## src/rtl/music_pkg.sv

```systemverilog
// Shared definitions for the beat sequencer: state encoding, song length table, default beat width.
package music_pkg;

    localparam int DEFAULT_BEAT_W = 9;

    typedef enum logic [1:0] {
        ST_IDLE  = 2'd0,
        ST_PLAY  = 2'd1,
        ST_PAUSE = 2'd2,
        ST_DONE  = 2'd3
    } state_t;

    // Beats per song; every entry must be at least 1 and fit in DEFAULT_BEAT_W bits.
    localparam int SONG_LEN [4] = '{4, 8, 6, 1};

endpackage

```

## src/rtl/tick_detect.sv

```systemverilog
// Synchronises the beat-rate clock as data and emits a one-cycle tick per accepted rising edge,
// rejecting edges that arrive less than MIN_GAP cycles after the previous raw edge.
module tick_detect #(
    parameter int MIN_GAP = 16
) (
    input  logic clk,
    input  logic rst,
    input  logic play_clk_i,
    output logic tick_o
);

    localparam int GAP_W = $clog2(MIN_GAP + 1);
    localparam logic [GAP_W-1:0] GAP_MAX = GAP_W'(MIN_GAP);

    logic             sync1_q;
    logic             sync2_q;
    logic             prev_q;
    logic [GAP_W-1:0] gap_q;
    logic [GAP_W-1:0] gap_d;
    logic             raw_edge;

    assign raw_edge = sync2_q & ~prev_q;
    assign tick_o   = raw_edge && (gap_q >= GAP_MAX);

    // Every raw edge restarts the gap, so a burst of mux glitches keeps being rejected.
    always_comb begin
        gap_d = gap_q;
        if (raw_edge) begin
            gap_d = '0;
        end else if (gap_q < GAP_MAX) begin
            gap_d = gap_q + GAP_W'(1);
        end
    end

    always_ff @(posedge clk or posedge rst) begin
        if (rst) begin
            sync1_q <= 1'b0;
            sync2_q <= 1'b0;
            prev_q  <= 1'b0;
            gap_q   <= GAP_MAX;
        end else begin
            sync1_q <= play_clk_i;
            sync2_q <= sync1_q;
            prev_q  <= sync2_q;
            gap_q   <= gap_d;
        end
    end

endmodule

```

## src/rtl/beat_sequencer.sv

```systemverilog
// Steps through the beats of the selected song on each accepted play_clk tick, with
// play/pause/stop control, song select, end-of-song stop or loop, and a per-beat strobe.
module beat_sequencer
    import music_pkg::*;
#(
    parameter int BEAT_W  = DEFAULT_BEAT_W,
    parameter int MIN_GAP = 16
) (
    input  logic              clk,
    input  logic              rst,
    input  logic              play_clk,
    input  logic              play_pause,
    input  logic              stop,
    input  logic              loop_en,
    input  logic [1:0]        song_sel,
    output logic [BEAT_W-1:0] beat_idx,
    output logic [1:0]        song,
    output logic              beat_stb,
    output logic              playing,
    output logic [1:0]        state,
    output logic              song_done
);

    state_t            state_q;
    logic [BEAT_W-1:0] beat_idx_q;
    logic [1:0]        song_q;
    logic              beat_stb_q;
    logic              playing_q;
    logic              song_done_q;
    logic              tick;
    logic [BEAT_W-1:0] last_beat;

    tick_detect #(
        .MIN_GAP (MIN_GAP)
    ) u_tick_detect (
        .clk        (clk),
        .rst        (rst),
        .play_clk_i (play_clk),
        .tick_o     (tick)
    );

    // Length comes from the registered song so the index and its bound always refer to the same song.
    assign last_beat = BEAT_W'(SONG_LEN[song_q] - 1);

    always_ff @(posedge clk or posedge rst) begin
        if (rst) begin
            state_q     <= ST_IDLE;
            beat_idx_q  <= '0;
            song_q      <= 2'd0;
            beat_stb_q  <= 1'b0;
            playing_q   <= 1'b0;
            song_done_q <= 1'b0;
        end else begin
            beat_stb_q  <= 1'b0;
            song_done_q <= 1'b0;
            if (stop) begin
                state_q    <= ST_IDLE;
                beat_idx_q <= '0;
                playing_q  <= 1'b0;
            end else if (song_sel != song_q) begin
                song_q     <= song_sel;
                beat_idx_q <= '0;
                case (state_q)
                    ST_PLAY: beat_stb_q <= 1'b1;
                    ST_DONE: begin
                        state_q   <= ST_PAUSE;
                        playing_q <= 1'b0;
                    end
                    default: ;
                endcase
            end else if (play_pause) begin
                case (state_q)
                    ST_PLAY: begin
                        state_q   <= ST_PAUSE;
                        playing_q <= 1'b0;
                    end
                    ST_PAUSE: begin
                        state_q   <= ST_PLAY;
                        playing_q <= 1'b1;
                    end
                    default: begin
                        state_q    <= ST_PLAY;
                        playing_q  <= 1'b1;
                        beat_idx_q <= '0;
                        beat_stb_q <= 1'b1;
                    end
                endcase
            end else if (tick && state_q == ST_PLAY) begin
                if (beat_idx_q >= last_beat) begin
                    song_done_q <= 1'b1;
                    if (loop_en) begin
                        beat_idx_q <= '0;
                        beat_stb_q <= 1'b1;
                    end else begin
                        state_q   <= ST_DONE;
                        playing_q <= 1'b0;
                    end
                end else begin
                    beat_idx_q <= beat_idx_q + BEAT_W'(1);
                    beat_stb_q <= 1'b1;
                end
            end
        end
    end

    assign beat_idx  = beat_idx_q;
    assign song      = song_q;
    assign beat_stb  = beat_stb_q;
    assign playing   = playing_q;
    assign state     = state_q;
    assign song_done = song_done_q;

endmodule

```

## config.mk

```make
export PLATFORM = sky130hd
export DESIGN_NAME = beat_sequencer
export DESIGN_NICKNAME = d
export VERILOG_FILES = /design/src/rtl/music_pkg.sv /design/src/rtl/tick_detect.sv /design/src/rtl/beat_sequencer.sv
export SDC_FILE = /design/constraint.sdc
export NUM_CORES = 1
export LEC_CHECK = 0
export BUFFER_PORTS_ARGS = -buffer_cell sky130_fd_sc_hd__clkbuf_2
export CAP_MARGIN = 20
export CORE_MARGIN = 4
export CORE_UTILIZATION = 55
export DETAILED_ROUTE_END_ITERATION = 7
export MAX_ROUTING_LAYER = met4
export PLACE_DENSITY_LB_ADDON = 0.1
export SLEW_MARGIN = 20
export SYNTH_ARGS = -nofsm -noshare
export SYNTH_HDL_FRONTEND = slang
export SYNTH_SLANG_ARGS = --single-unit
export TNS_END_PERCENT = 100
```

## constraint.sdc

```tcl
create_clock -name clk -period 3.33 [get_ports clk]
set_input_delay 0.4995 -clock clk [delete_from_list [all_inputs] [get_ports clk]]
set_output_delay 0.4995 -clock clk [all_outputs]
set_load 0.05 [all_outputs]
```

==> impl_metrics.tcl <==
set metrics [dict create \
    clk_pin_slew_ns 0.14 \
    worstSetupPathType "reg2reg" \
    coreArea_mm2 0.00230 \
    place_inst 186 \
    synth-adder-area-share 0.100 \
    cts_tree "built" \
    synth-compound-area-share 0.153 \
    synth_cell_types 42 \
    critPathMaxStageDelay_ns 0.53 \
    run_status "complete, no violations" \
    critPathSlowestCell "dfrtp_1" \
    critPathMaxFanout 8 \
    antenna_cells 0 \
    io_pins 24 \
    syn_area_mm2 0.00137 \
    grt_max_degree 25 \
    nets 182 \
    grt_antenna_before_repair 0 \
    seq_area_frac_synth 0.438 \
    ant_nets 0 \
    worst_slew_pin_slew_ns 0.887 \
    synthSimpleGateAreaFrac 0.191 \
    cts-root-buf "clkbuf_4" \
    grt_pass1_vias 1113 \
    crit_path_frequent_cell "ha_1" \
    cts_resized 0 \
    maxSlewViolCount 0 \
    clock_skew_ns 0.00834 \
    cts_setup_buffers 0 \
    firstDrtPassIters 4 \
    synthFlopType "dfrtp_1" \
    die_w_um 58.0 \
    power_density_mw_per_mm2 479 \
    end_kind "flop" \
    drive_gt1_frac 0.216 \
    cpLargestDelayFamily "compound AO/OA/AOI/OAI gates" \
    p_leak_nw 0.816 \
    cp.buffers_inverters 1 \
    insertion_delay_ns 0.33 \
    peakVddDrop_mv 0.294 \
    rows 17 \
    synthMuxAreaShare 0.0237 \
    synth_top_family_by_area "simple AND/OR/NAND/NOR gates" \
    ys_ff_latch 24 \
    place.detailed.hpwl_um 2150 \
    hold_buffers 0 \
    area_growth_pct 14.4 \
    cts_sinks 24 \
    fin_setup_tns_ns 0 \
    rsz0062_at_grt "false" \
    htree_levels 1 \
    syn_area_per_cell_um2 10.1 \
    die-area_mm2 0.00336 \
    postLayoutCellArea_mm2 0.00157 \
    drt-total-wl_um 2930 \
    grt_overflow 0 \
    start_kind "flop" \
    synth_cells 136 \
    maxCapViolCount 0 \
    crit_arrival_ns 2.79 \
    synth-edff-count 0 \
    yosys.area_share.xor_xnor 0.0574 \
    async_flop_share 1.00 \
    cts_buffers 3 \
    fin_crit_ns 2.56 \
    grt_pass1_wl_um 5150 \
    start_util 0.597 \
    worst_ep_required_time_ns 3.56 \
    yosysWarnings 0 \
    stdcell_count 190 \
    crit_chain "inv_1 > ha_1 > ha_1 > nor4_1 > nand2_1 > o211ai_2 > o311ai_1 > a22o_1" \
    via_per_inst 5.96 \
    vias 1132 \
    postPlaceCellArea_mm2 0.00152 \
    final_hold_viol_count 0 \
    drt_first_iter_violations 60 \
    gp_routability_congestion 0.941 \
    clk_path_buf_depth 2 \
    fmax_mhz 390 \
    grt_use_total 0.201 \
    min_path_type "in2reg" \
    place.port_buffers 23 \
    syn-num-nets 155 \
    wl_per_cell_um 15.4 \
    die-height_um 58.0 \
    drc_errors 0 \
    slew_headroom 0.408 \
    finalCritPeriodShare 0.769 \
    finalSetupViolations 0 \
    fillers 178 \
]
[flip-flops by register name, summed over array words and instances, names as in the netlist]
| register | flops |
|---|---|
| u_tick_detect.sync1_q | 1 |
| beat_idx | 9 |
| u_tick_detect.sync2_q | 1 |
| u_tick_detect.gap_q | 5 |
| beat_stb | 1 |
| song_done | 1 |
| song | 2 |
| state | 2 |
| u_tick_detect.prev_q | 1 |
| playing | 1 |
[through the flow]
| stage | utilization | power [W] | hold slack [ns] | worst slack [ns] |
|---|---|---|---|---|
| floorplan | - | 0.000496 | 0.331 | 0.805 |
| global placement | 0.661 | 0.000532 | 0.340 | 0.941 |
| detailed placement | 0.661 | 0.000542 | 0.336 | 0.822 |
| CTS | 0.684 | 0.000758 | 0.272 | 0.800 |
| global route | 0.684 | 0.000801 | 0.247 | 0.608 |
| finish | 0.684 | 0.000752 | 0.276 | 0.769 |
[cells in the mapped netlist (2+ instances only)]
library cell / instances / area (µm²)
inv_1: 12 / 45.0
nor3_1: 6 / 30.0
a21oi_1: 2 / 10.0
nand3_1: 5 / 25.0
and3_1: 3 / 18.8
mux2_2: 2 / 22.5
xor2_1: 6 / 52.6
dfrtp_1: 23 / 576
a31oi_1: 8 / 50.1
o311a_1: 2 / 20.0
ha_1: 11 / 138
nand2_1: 8 / 30.0
nor2_1: 16 / 60.1
xnor2_1: 3 / 26.3
o21ai_0: 2 / 10.0
[worst register-to-register path, stage by stage, from the launching register on]
cell      delay, ns
dfrtp_1        0.53
inv_1          0.08
ha_1           0.30
ha_1           0.19
nor4_1         0.30
nand2_1        0.20
o211ai_2       0.43
o311ai_1       0.17
a22o_1         0.25
[worst paths after layout]
path	from	to	slack, ns	cells past startpoint
max reg2reg	song[0]	beat_idx[2]	0.77	8
max	song[0]	beat_idx[2]	0.77	8
min in group asynchronous	rst	beat_idx[0]	0.32	2
min reg2reg	u_tick_detect.sync1_q	u_tick_detect.sync2_q	0.37	0
min	play_clk	u_tick_detect.sync1_q	0.28	1
max in group asynchronous	rst	beat_idx[6]	2.47	2
[layout by cell type (no fill, tap or decap), types with 2 or more instances in the layout]
cell	count
a31oi_1	8
and3_1	3
nand3_1	5
clkbuf_2	23
inv_1	12
ha_1	11
mux2_2	2
o311a_1	2
xnor2_1	3
nand2_1	8
a21oi_1	2
dfrtp_1	23
clkbuf_4	3
xor2_1	6
nor2_1	16
o21ai_0	2
nor3_1	6
[area by class of cell]
cell class / count / area (µm²) / area share
flip-flops and latches: 24 / 602 / 0.383
repair buffers: 23 / 115 / 0.0733
clock inverters: 1 / 30.0 / 0.0191
clock buffers: 3 / 22.5 / 0.0143
multi-input cells: 99 / 721 / 0.459
well taps: 28 / 35.0 / 0.0223
inverters: 12 / 45.0 / 0.0287
[cells by family (layout without fill, tap and decap cells)]
group           count (synthesis)  count (layout)
flops                          24              24
simple gates                   49              49
compound gates                 27              27
mux                             3               3
xor+xnor                        9               9
fa+ha+maj                      11              11
buf+inv                        13              39
[report_power, final]
part	internal, W	leakage [nW]	switching (W)	total (W)
clock	0.000122	0.0279	0.0000947	0.000216
sequential	0.000323	0.313	0.0000315	0.000355
combinational	0.0000674	0.475	0.000114	0.000181
total	0.000512	0.816	0.000240	0.000752
[layer usage]
metal / GRT usage / part of all wire
met5: - / 0
met4: 0.0530 / 0.012
met3: 0.0267 / 0.032
met2: 0.321 / 0.49
met1: 0.270 / 0.46
Power figures use the tool's default switching activity.
